File: config.mk
export PLATFORM = sky130hd
export DESIGN_NAME = counter_updn_mod
export DESIGN_NICKNAME = d
export VERILOG_FILES = /design/src/rtl/counter_updn_mod.sv
export SDC_FILE = /design/constraint.sdc
export NUM_CORES = 1
export LEC_CHECK = 0
export CAP_MARGIN = 0
export CORE_AREA = 2 2 39 41
export DETAILED_ROUTE_END_ITERATION = 12
export DIE_AREA = 0 0 41 43
export PLACE_DENSITY = 0.73
export SYNTH_ARGS = -nofsm -noshare
export SYNTH_HDL_FRONTEND = slang
export SYNTH_SLANG_ARGS = --single-unit
File: constraint.sdc
create_clock -name clk -period 1.7 [get_ports clk]
set_clock_uncertainty 0.15 [all_clocks]
set_input_delay 0.34 -clock clk [delete_from_list [all_inputs] [get_ports clk]]
set_output_delay 0.34 -clock clk [all_outputs]
set_load 0.05 [all_outputs]
File: src/rtl/counter_updn_mod.sv
// Up/down counter with configurable limits.
// Behaviour at the limits is set by SATURATE: the count either wraps with a
// one-cycle pulse on o_wrap, or holds and sets the sticky flag o_sat.
// Each clock edge applies i_sclr first, then i_load, then i_en.
// o_tc is combinational so that counters can be cascaded.
module counter_updn_mod #(
    parameter int unsigned        WIDTH    = 4,
    parameter logic [WIDTH-1:0]   LLIMIT   = {WIDTH{1'b0}},
    parameter logic [WIDTH-1:0]   ULIMIT   = {WIDTH{1'b1}},
    parameter bit                 SATURATE = 1'b0
) (
    input  logic             clk,
    input  logic             rst,
    input  logic             i_sclr,
    input  logic             i_en,
    input  logic             i_up,
    input  logic             i_load,
    input  logic [WIDTH-1:0] i_ld_val,
    output logic [WIDTH-1:0] o_cnt,
    output logic             o_tc,
    output logic             o_wrap,
    output logic             o_sat
);

    // Stop elaboration when the parameters describe an impossible counter.
    if ((WIDTH < 32'd2) || (WIDTH > 32'd32)) begin : g_bad_width
        $error("counter_updn_mod: WIDTH must be in the range 2..32");
    end
    if (!(LLIMIT < ULIMIT)) begin : g_bad_limits
        $error("counter_updn_mod: LLIMIT must be strictly below ULIMIT");
    end

    localparam logic [WIDTH-1:0] ONE_C = {{(WIDTH-1){1'b0}}, 1'b1};

    // Force a load value into [LLIMIT, ULIMIT].
    function automatic logic [WIDTH-1:0] clamp_load(input logic [WIDTH-1:0] val);
        logic [WIDTH-1:0] res;
        if (val < LLIMIT) begin
            res = LLIMIT;
        end else if (val > ULIMIT) begin
            res = ULIMIT;
        end else begin
            res = val;
        end
        return res;
    endfunction

    logic [WIDTH-1:0] cnt_r;
    logic             wrap_r;
    logic             sat_r;
    logic [WIDTH-1:0] cnt_nxt_s;
    logic             wrap_nxt_s;
    logic             sat_nxt_s;
    logic             at_top_s;
    logic             at_bot_s;

    assign at_top_s = (cnt_r == ULIMIT);
    assign at_bot_s = (cnt_r == LLIMIT);

    // Next-state selection. Increment and decrement happen only strictly
    // inside the range, so the WIDTH-bit arithmetic never overflows, even
    // when ULIMIT is all-ones.
    always_comb begin
        cnt_nxt_s  = cnt_r;
        wrap_nxt_s = 1'b0;
        sat_nxt_s  = sat_r;
        if (i_sclr) begin
            cnt_nxt_s = LLIMIT;
            sat_nxt_s = 1'b0;
        end else if (i_load) begin
            cnt_nxt_s = clamp_load(i_ld_val);
            sat_nxt_s = 1'b0;
        end else if (i_en) begin
            if (i_up) begin
                if (at_top_s) begin
                    if (SATURATE) begin
                        sat_nxt_s = 1'b1;
                    end else begin
                        cnt_nxt_s  = LLIMIT;
                        wrap_nxt_s = 1'b1;
                    end
                end else begin
                    cnt_nxt_s = cnt_r + ONE_C;
                end
            end else begin
                if (at_bot_s) begin
                    if (SATURATE) begin
                        sat_nxt_s = 1'b1;
                    end else begin
                        cnt_nxt_s  = ULIMIT;
                        wrap_nxt_s = 1'b1;
                    end
                end else begin
                    cnt_nxt_s = cnt_r - ONE_C;
                end
            end
        end else begin
            cnt_nxt_s = cnt_r;
        end
    end

    // State registers. Reset is asynchronous so that it also cancels a
    // wrap pulse that is in flight.
    always_ff @(posedge clk or posedge rst) begin
        if (rst) begin
            cnt_r  <= LLIMIT;
            wrap_r <= 1'b0;
            sat_r  <= 1'b0;
        end else begin
            cnt_r  <= cnt_nxt_s;
            wrap_r <= wrap_nxt_s;
            sat_r  <= sat_nxt_s;
        end
    end

    assign o_cnt  = cnt_r;
    assign o_wrap = wrap_r;
    assign o_sat  = sat_r;
    assign o_tc   = i_en & ~i_sclr & ~i_load & ((i_up & at_top_s) | (~i_up & at_bot_s));

endmodule

After elaboration in Yosys (flattened, before gate mapping)

Cells that the tools add are included.

Bitwise operators: 9
Muxes and demuxes: 16
$lt $le $gt $ge: 2
$add $sub $neg: 2
Equal/unequal tests: 1
Reductions and logical operators: 3

Operator list:

| cell                  | number |
|---|---|
| $mux W4               | 8 |
| $mux W1               | 8 |
| $and A1 B1 Y1         | 5 |
| $add A4 B1 Y4 const B | 1 |
| $eq A4 B4 Y1 const B  | 1 |
| $gt A4 B4 Y1 const B  | 1 |
| $logic_not A4 Y1      | 1 |
| $lt A4 B1 Y1 const B  | 1 |
| $sub A4 B1 Y4 const B | 1 |
| $not A1 Y1            | 3 |
| $reduce_bool A3 Y1    | 1 |
| $reduce_bool A2 Y1    | 1 |
| $or A1 B1 Y1          | 1 |

Logic and storage cells: 36
Flip-flop bits (word level): 6

Logic depth before layout (Yosys ltp)

Gate-level depths: netlist of the first run.

Word-level depth: 6
Gate-level depth with buffers: 6
Gate-level depth less buffers: 6

Worst setup path before layout of the first run

Ideal clock, no wire load.

Kind: reg2out
Start point: register cnt_r[0], in the netlist o_cnt[0]
End point: output port o_tc
Slack: -1.647 ns
Cell stages (with the launch flop): 5
Buffers on the path: 0
Arrival time: 2.857 ns
Path through: dfrtp_1 ha_1 nand4_1 o31a_1 nor4b_1

Cells in the longest elaborated chain, start to end: 4

RTL lines:

| what                                                    | line   | source |
|---|---|---|
| start, declared                                         | 48     | `logic [WIDTH-1:0] cnt_r;` |
| start signal, assigned                                  | 110    | `cnt_r <= cnt_nxt_s;` |
| $eq A4 B4 Y1 / $logic_not A4 Y1 (equally long branches) | 57, 58 |  |
| $and A1 B1 Y1                                           | 119    | `assign o_tc = i_en & ~i_sclr & ~i_load & ((i_up & at_top_s) \| (~i_up & at_bot_s));` |
| $or A1 B1 Y1 (*)                                        | 119    |  |
| $and A1 B1 Y1 (*)                                       | 119    |  |
| end, declared                                           | 20     | `output logic o_tc,` |

Mark *: on every way between the ends. The rest lies on a longest branch, timed or not.

Final worst setup path of the first run

Ends and elaborated chain as after synthesis.

==> summary.txt, run 1 <==
GRT overflow = 0
total track usage = 0.1606
register bit total from synthesis = 5
failing checks = setup timing
Period minus WS final = 2.163 ns
RR Endpoint = o_cnt[2]$_DFFE_PP0P_
Clk Latency, worst-skew pair = 0.24 ns
reg-to-reg startpoint = o_cnt[0]$_DFFE_PP0P_
final worst slack = -0.4634 ns
Peak supply drop = 0.3714 mV
Area growth syn-to-layout = 83.67%
Worst path max stage delay = 0.40 ns
clock sink count = 5
critical-path maximum fanout = 2
area leader, netlist = dfrtp_1
Primary FF master, synth = dfrtp_1
final setup fails = 3
critical path, cell by cell = inv_2 > ha_4 > nand2b_4 > o31a_1 > nor4b_4 > buf_12
height of the die = 43 um
Warnings, synthesis = 0
Final Hold Viols = 0
initial core utilization = 0.3156
Final Cycle Share = 1.273
vias in the first global route = 474
Crit-path slowest cell = dfrtp_2
placed cell count = 92
Pre-antenna DRT Iters = 4
Max-Cap Viols = 0
Final ANT Viol Nets = 0
Setup WS pre-CTS = -0.4705 ns
cell with the most instances after synthesis = a21oi_1
clock buffer depth = 2
Setup Crit Path Kind = reg2out
P per Cell Area = 613.7 mW/mm^2
RSZ-0062 raised after global routing = true
die area = 0.001763 mm^2
Max Slew Vio Count = 0
clock buffers created by TritonCTS = 3
top cells by area, synth = dfrtp_1 29%, ha_1 8.6%, a21oi_1 8.0%
FF-to-FF setup slack = -0.08 ns
non-filler cells, final = 96
Crit. End Element = output pin
Clock Tree Root = clkbuf_4
Synth Area per Inst = 8.397 um^2
Mapped Cells = 52
R2R cell count = 7
WHS = 0.1549 ns
fraction of layout cells with a size suffix above 1 = 0.4250
Synth cell types = 24
Nets = 94
first-pass GRT wire length = 1897 um
Fillers = 113
Synth Cell Area = 436.7 um^2
CP Launch Type = flip-flop
PortBufs = 15
Synth top cells by count = 7 x a21oi_1, 6 x nand2_1, 5 x dfrtp_1, 5 x inv_1
final instance area = 802.0 um^2
Post-CTS Hold Buffers = 0
EDFF count, synth = 0
CTS tree = done
Arr. time, crit path = 1.67 ns
Buf/Inv on CP = 2
LEAKAGE = 0.3618 nW
FP Rows = 14
sequential share of the synthesized area = 0.2865
ANT cells = 0
syn nets = 65
clk slew on worst S/H paths = 0.04 ns
status = finished, violations left
Avg WL per Cell = 11.34 um
drt drc = 0
Stages on worst setup path = 6
Ports = 17
Final GP Congestion = 0.8036
area share of the largest cell type after synthesis = 0.2865
drt initial violations = 9
initial antenna violation count = 0
core area = 0.001384 mm^2
Via density = 4.927
DP Area = 749.5 um^2
chip width = 41 um
Synth async-reset ratio = 1.000
Critical Path RT = 1.21 ns
hpwl dp = 877.3 um
Hold Crit Class = in2async
delay-heaviest family, CP = flip-flops
largest net degree at the start of global routing = 9
Max H-tree Level = 1
routed wire length = 1089 um
via total after detailed routing = 473
Max Freq = 462.2 MHz
==> per-stage QoR <==
| step | power (W) | utilization | TNS, ns |
|---|---|---|---|
| 4_1_cts | 0.0004853 | 0.5624 | -0.6306 |
| 2_1_floorplan | 0.0002445 | - | -0.5756 |
| 6_report | 0.0004922 | 0.5796 | -0.5844 |
| 5_1_grt | 0.0005260 | 0.5796 | -0.8675 |
| 3_3_place_gp | 0.0003396 | 0.5416 | -1.070 |
| 3_5_place_dp | 0.0003439 | 0.5416 | -1.218 |
==> cells by family (layout without fill, tap and decap cells) <==
group,after synthesis,after routing,synth area share
simple gates,16,16,0.2034
buf+inv,9,37,0.1203
fa+ha+maj,3,3,0.08597
flops,5,5,0.2865
other cells,1,1,0.008588
compound gates,14,14,0.2063
xor+xnor,2,2,0.04012
mux,2,2,0.04871
==> where the power goes <==
group / internal, W / switching, W / total, W
Clock: 0.0000887 / 0.0000479 / 0.000137
Sequential: 0.000128 / 0.00000510 / 0.000133
Combinational: 0.000115 / 0.000108 / 0.000223
Total: 0.000332 / 0.000161 / 0.000492
==> how the worst max path moves through the flow <==
stage                    startpoint  endpoint
2_1_floorplan  o_cnt[0]$_DFFE_PP0P_      o_tc
3_3_place_gp                   i_up      o_tc
3_5_place_dp                   i_up      o_tc
4_1_cts        o_cnt[0]$_DFFE_PP0P_      o_tc
5_1_grt        o_cnt[0]$_DFFE_PP0P_      o_tc
6_report       o_cnt[0]$_DFFE_PP0P_      o_tc
==> worst register-to-register path, delay by kind of cell, from the launching register on <==
kind	cells	cell delay, ns
buf+inv	2	0.31
flops	1	0.40
compound gates	3	0.36
fa+ha+maj	1	0.22
mux	1	0.25
==> registers in the layout, indices dropped and copies added (netlist names) <==
name    flops
o_wrap      1
o_cnt       4
==> final cells by class <==
type / count / area (um^2) / share of cell area
clock buffers: 4 / 26.28 / 0.03276
repair buffers: 28 / 306.5 / 0.3822
inverters: 5 / 18.77 / 0.02340
flip-flops and latches: 5 / 128.9 / 0.1607
multi-input cells: 38 / 301.5 / 0.3760
well taps: 16 / 20.02 / 0.02496
==> routing by layer <==
| layer | wire, um | global-route usage | vias up |
|---|---|---|---|
| met5 | 0 | 0 | - |
| met4 | 0 | 0.08000 | 0 |
| met3 | 26 | 0.03141 | 0 |
| met2 | 640 | 0.2719 | 10 |
| met1 | 423 | 0.1770 | 223 |
| li1 | - | - | 240 |
==> layout by cell type (no fill, tap or decap), types with 2 or more instances in the layout <==
cell	netlist	final
a21oi_1	7	6
buf_12	0	6
buf_4	3	13
clkbuf_4	0	3
clkdlybuf4s50_1	0	8
dfrtp_1	5	2
dfrtp_2	0	3
ha_1	3	2
inv_1	5	3
inv_2	0	2
nand2_1	6	6
nand4_1	2	2
nor3_1	2	2
xor2_1	2	2
==> what timing repair did <==
action                     4_1_cts  5_1_grt
gates cloned                     0        0
buffers inserted                 0        0
setup endpoints to repair        3        3
resized for setup                3        4
pin swaps                        1        0
(Power assumes the default switching activity.)
==> inputs of run 2 (changes only) <==
CTS_CLUSTER_SIZE = 12   (was unset)
==> results of run 2 <==
Final layout, timing and power as in run 1 (identical DEF).
==> inputs of run 3 (changes only) <==
SETUP_SLACK_MARGIN = 0.1   (was unset)
==> summary.txt, run 3 (same netlist as run 1, synthesis figures left out) <==
core area = 0.001384 mm^2
routed wire length = 1058 um
initial antenna violation count = 0
chip width = 41 um
hpwl dp = 880.3 um
Avg WL per Cell = 11.02 um
Final Total Pwr = 0.0004829 W
CTS tree = done
clock buffers created by TritonCTS = 3
FP Rows = 14
DP Area = 749.5 um^2
Peak supply drop = 0.5268 mV
Clock Tree Root = clkbuf_4
height of the die = 43 um
Ports = 17
Max Slew Vio Count = 0
Critical Path RT = 1.21 ns
first-pass GRT wire length = 1869 um
GRT overflow = 0
Max-Cap Viols = 0
final setup fails = 3
Pre-antenna DRT Iters = 2
ANT cells = 0
Final GP Congestion = 0.8218
most common cell after layout, fill and taps aside = buf_4
placed cell count = 92
clock sink count = 5
fraction of layout cells with a size suffix above 1 = 0.4000
Via density = 4.854
Max H-tree Level = 1
LEAKAGE = 0.3570 nW
Nets = 94
failing checks = setup timing
Setup Crit Path Kind = reg2out
Clk Latency, worst-skew pair = 0.25 ns
clock buffer depth = 2
total track usage = 0.1537
final core utilization = 0.5678
CP Launch Type = flip-flop
status = finished, violations left
clk slew on worst S/H paths = 0.05 ns
Max Freq = 462.8 MHz
Final ANT Viol Nets = 0
initial core utilization = 0.3156
total area of sequential cells = 128.9 um^2
Area growth syn-to-layout = 79.94%
Crit. End Element = output pin
vias in the first global route = 457
R2R cell count = 7
FF-to-FF setup slack = -0.02 ns
die area = 0.001763 mm^2
drt drc = 0
RSZ-0062 raised after global routing = true
Post-CTS Setup Inserts = 0
Hold Crit Class = in2async
P per Cell Area = 614.5 mW/mm^2
area of the multi-input gates = 281.5 um^2
reg-to-reg startpoint = o_cnt[1]$_DFFE_PP0P_
final worst slack = -0.4609 ns
Final Cycle Share = 1.271
via total after detailed routing = 466
number of flip-flops in the largest register = 4
non-filler cells, final = 96
drt initial violations = 1
Period minus WS final = 2.161 ns
largest net degree at the start of global routing = 9
most frequent cells in the layout = 12 x buf_4, 8 x clkdlybuf4s50_1, 6 x nand2_1, 6 x buf_12, 5 x a21oi_1
final instance area = 785.8 um^2
Arr. time, crit path = 1.67 ns
critical-path maximum fanout = 2
PortBufs = 15
Final Hold Viols = 0
RR Endpoint = o_cnt[2]$_DFFE_PP0P_
Fillers = 118
-- run 3: cell counts in the layout (fill, tap and decap cells not counted) --
Identical to the previous run, type by type.
-- run 3: area by class of cell --
type                    instances  share of cell area
repair buffers                 28              0.3949
multi-input cells              38              0.3583
flip-flops and latches          5              0.1640
clock buffers                   4             0.03344
well taps                      16             0.02548
inverters                       5             0.02389
-- run 3: stage by stage --
| stage | TNS [ns] | setup WS, ns | hold slack (ns) |
|---|---|---|---|
| floorplan | -0.5751 | -0.5633 | -0.03168 |
| global placement | -1.269 | -0.4537 | 0.3968 |
| detailed placement | -1.410 | -0.4870 | 0.4084 |
| CTS | -0.5756 | -0.4741 | 0.1410 |
| global route | -0.7529 | -0.5390 | 0.1637 |
| finish | -0.4901 | -0.4609 | 0.1413 |
-- run 3: worst max path at each step --
| stage | startpoint | to | slack, ns | cells after the start |
|---|---|---|---|---|
| after floorplan | o_cnt[0]$_DFFE_PP0P_ | o_tc | -0.56 | 5 |
| after global placement | i_up | o_tc | -0.45 | 4 |
| after detailed placement | i_up | o_cnt[3]$_DFFE_PP0P_ | -0.49 | 6 |
| after CTS | o_cnt[0]$_DFFE_PP0P_ | o_tc | -0.47 | 6 |
| after global routing | o_cnt[0]$_DFFE_PP0P_ | o_tc | -0.54 | 6 |
| final | o_cnt[0]$_DFFE_PP0P_ | o_tc | -0.46 | 6 |
-- run 3: per-layer routing --
layer / up-vias / track usage / part of all wire
met4: 0 / 0.02000 / 0
li1: 239 / - / -
met2: 9 / 0.2531 / 0.56
met1: 218 / 0.1842 / 0.41
met5: - / 0 / 0
met3: 0 / 0.06283 / 0.027
-- run 3: critical path, cell delays in order (launching register included) --
cell,delay (ns)
dfrtp_2,0.41
inv_2,0.06
ha_1,0.15
nand2b_1,0.07
o31a_1,0.29
nor4b_4,0.28
buf_12,0.18
-- run 3: report_power, final --
part / internal (W) / total (W) / switching (W)
sequential: 0.000128 / 0.000134 / 0.00000583
combinational: 0.000107 / 0.000210 / 0.000103
clock: 0.0000888 / 0.000139 / 0.0000501
-- run 3: what timing repair did --
action                                  CTS  global route
hold buffers                              0             0
pin swaps                                 1             4
resized for setup                         2             3
endpoints found under the setup margin    3             4
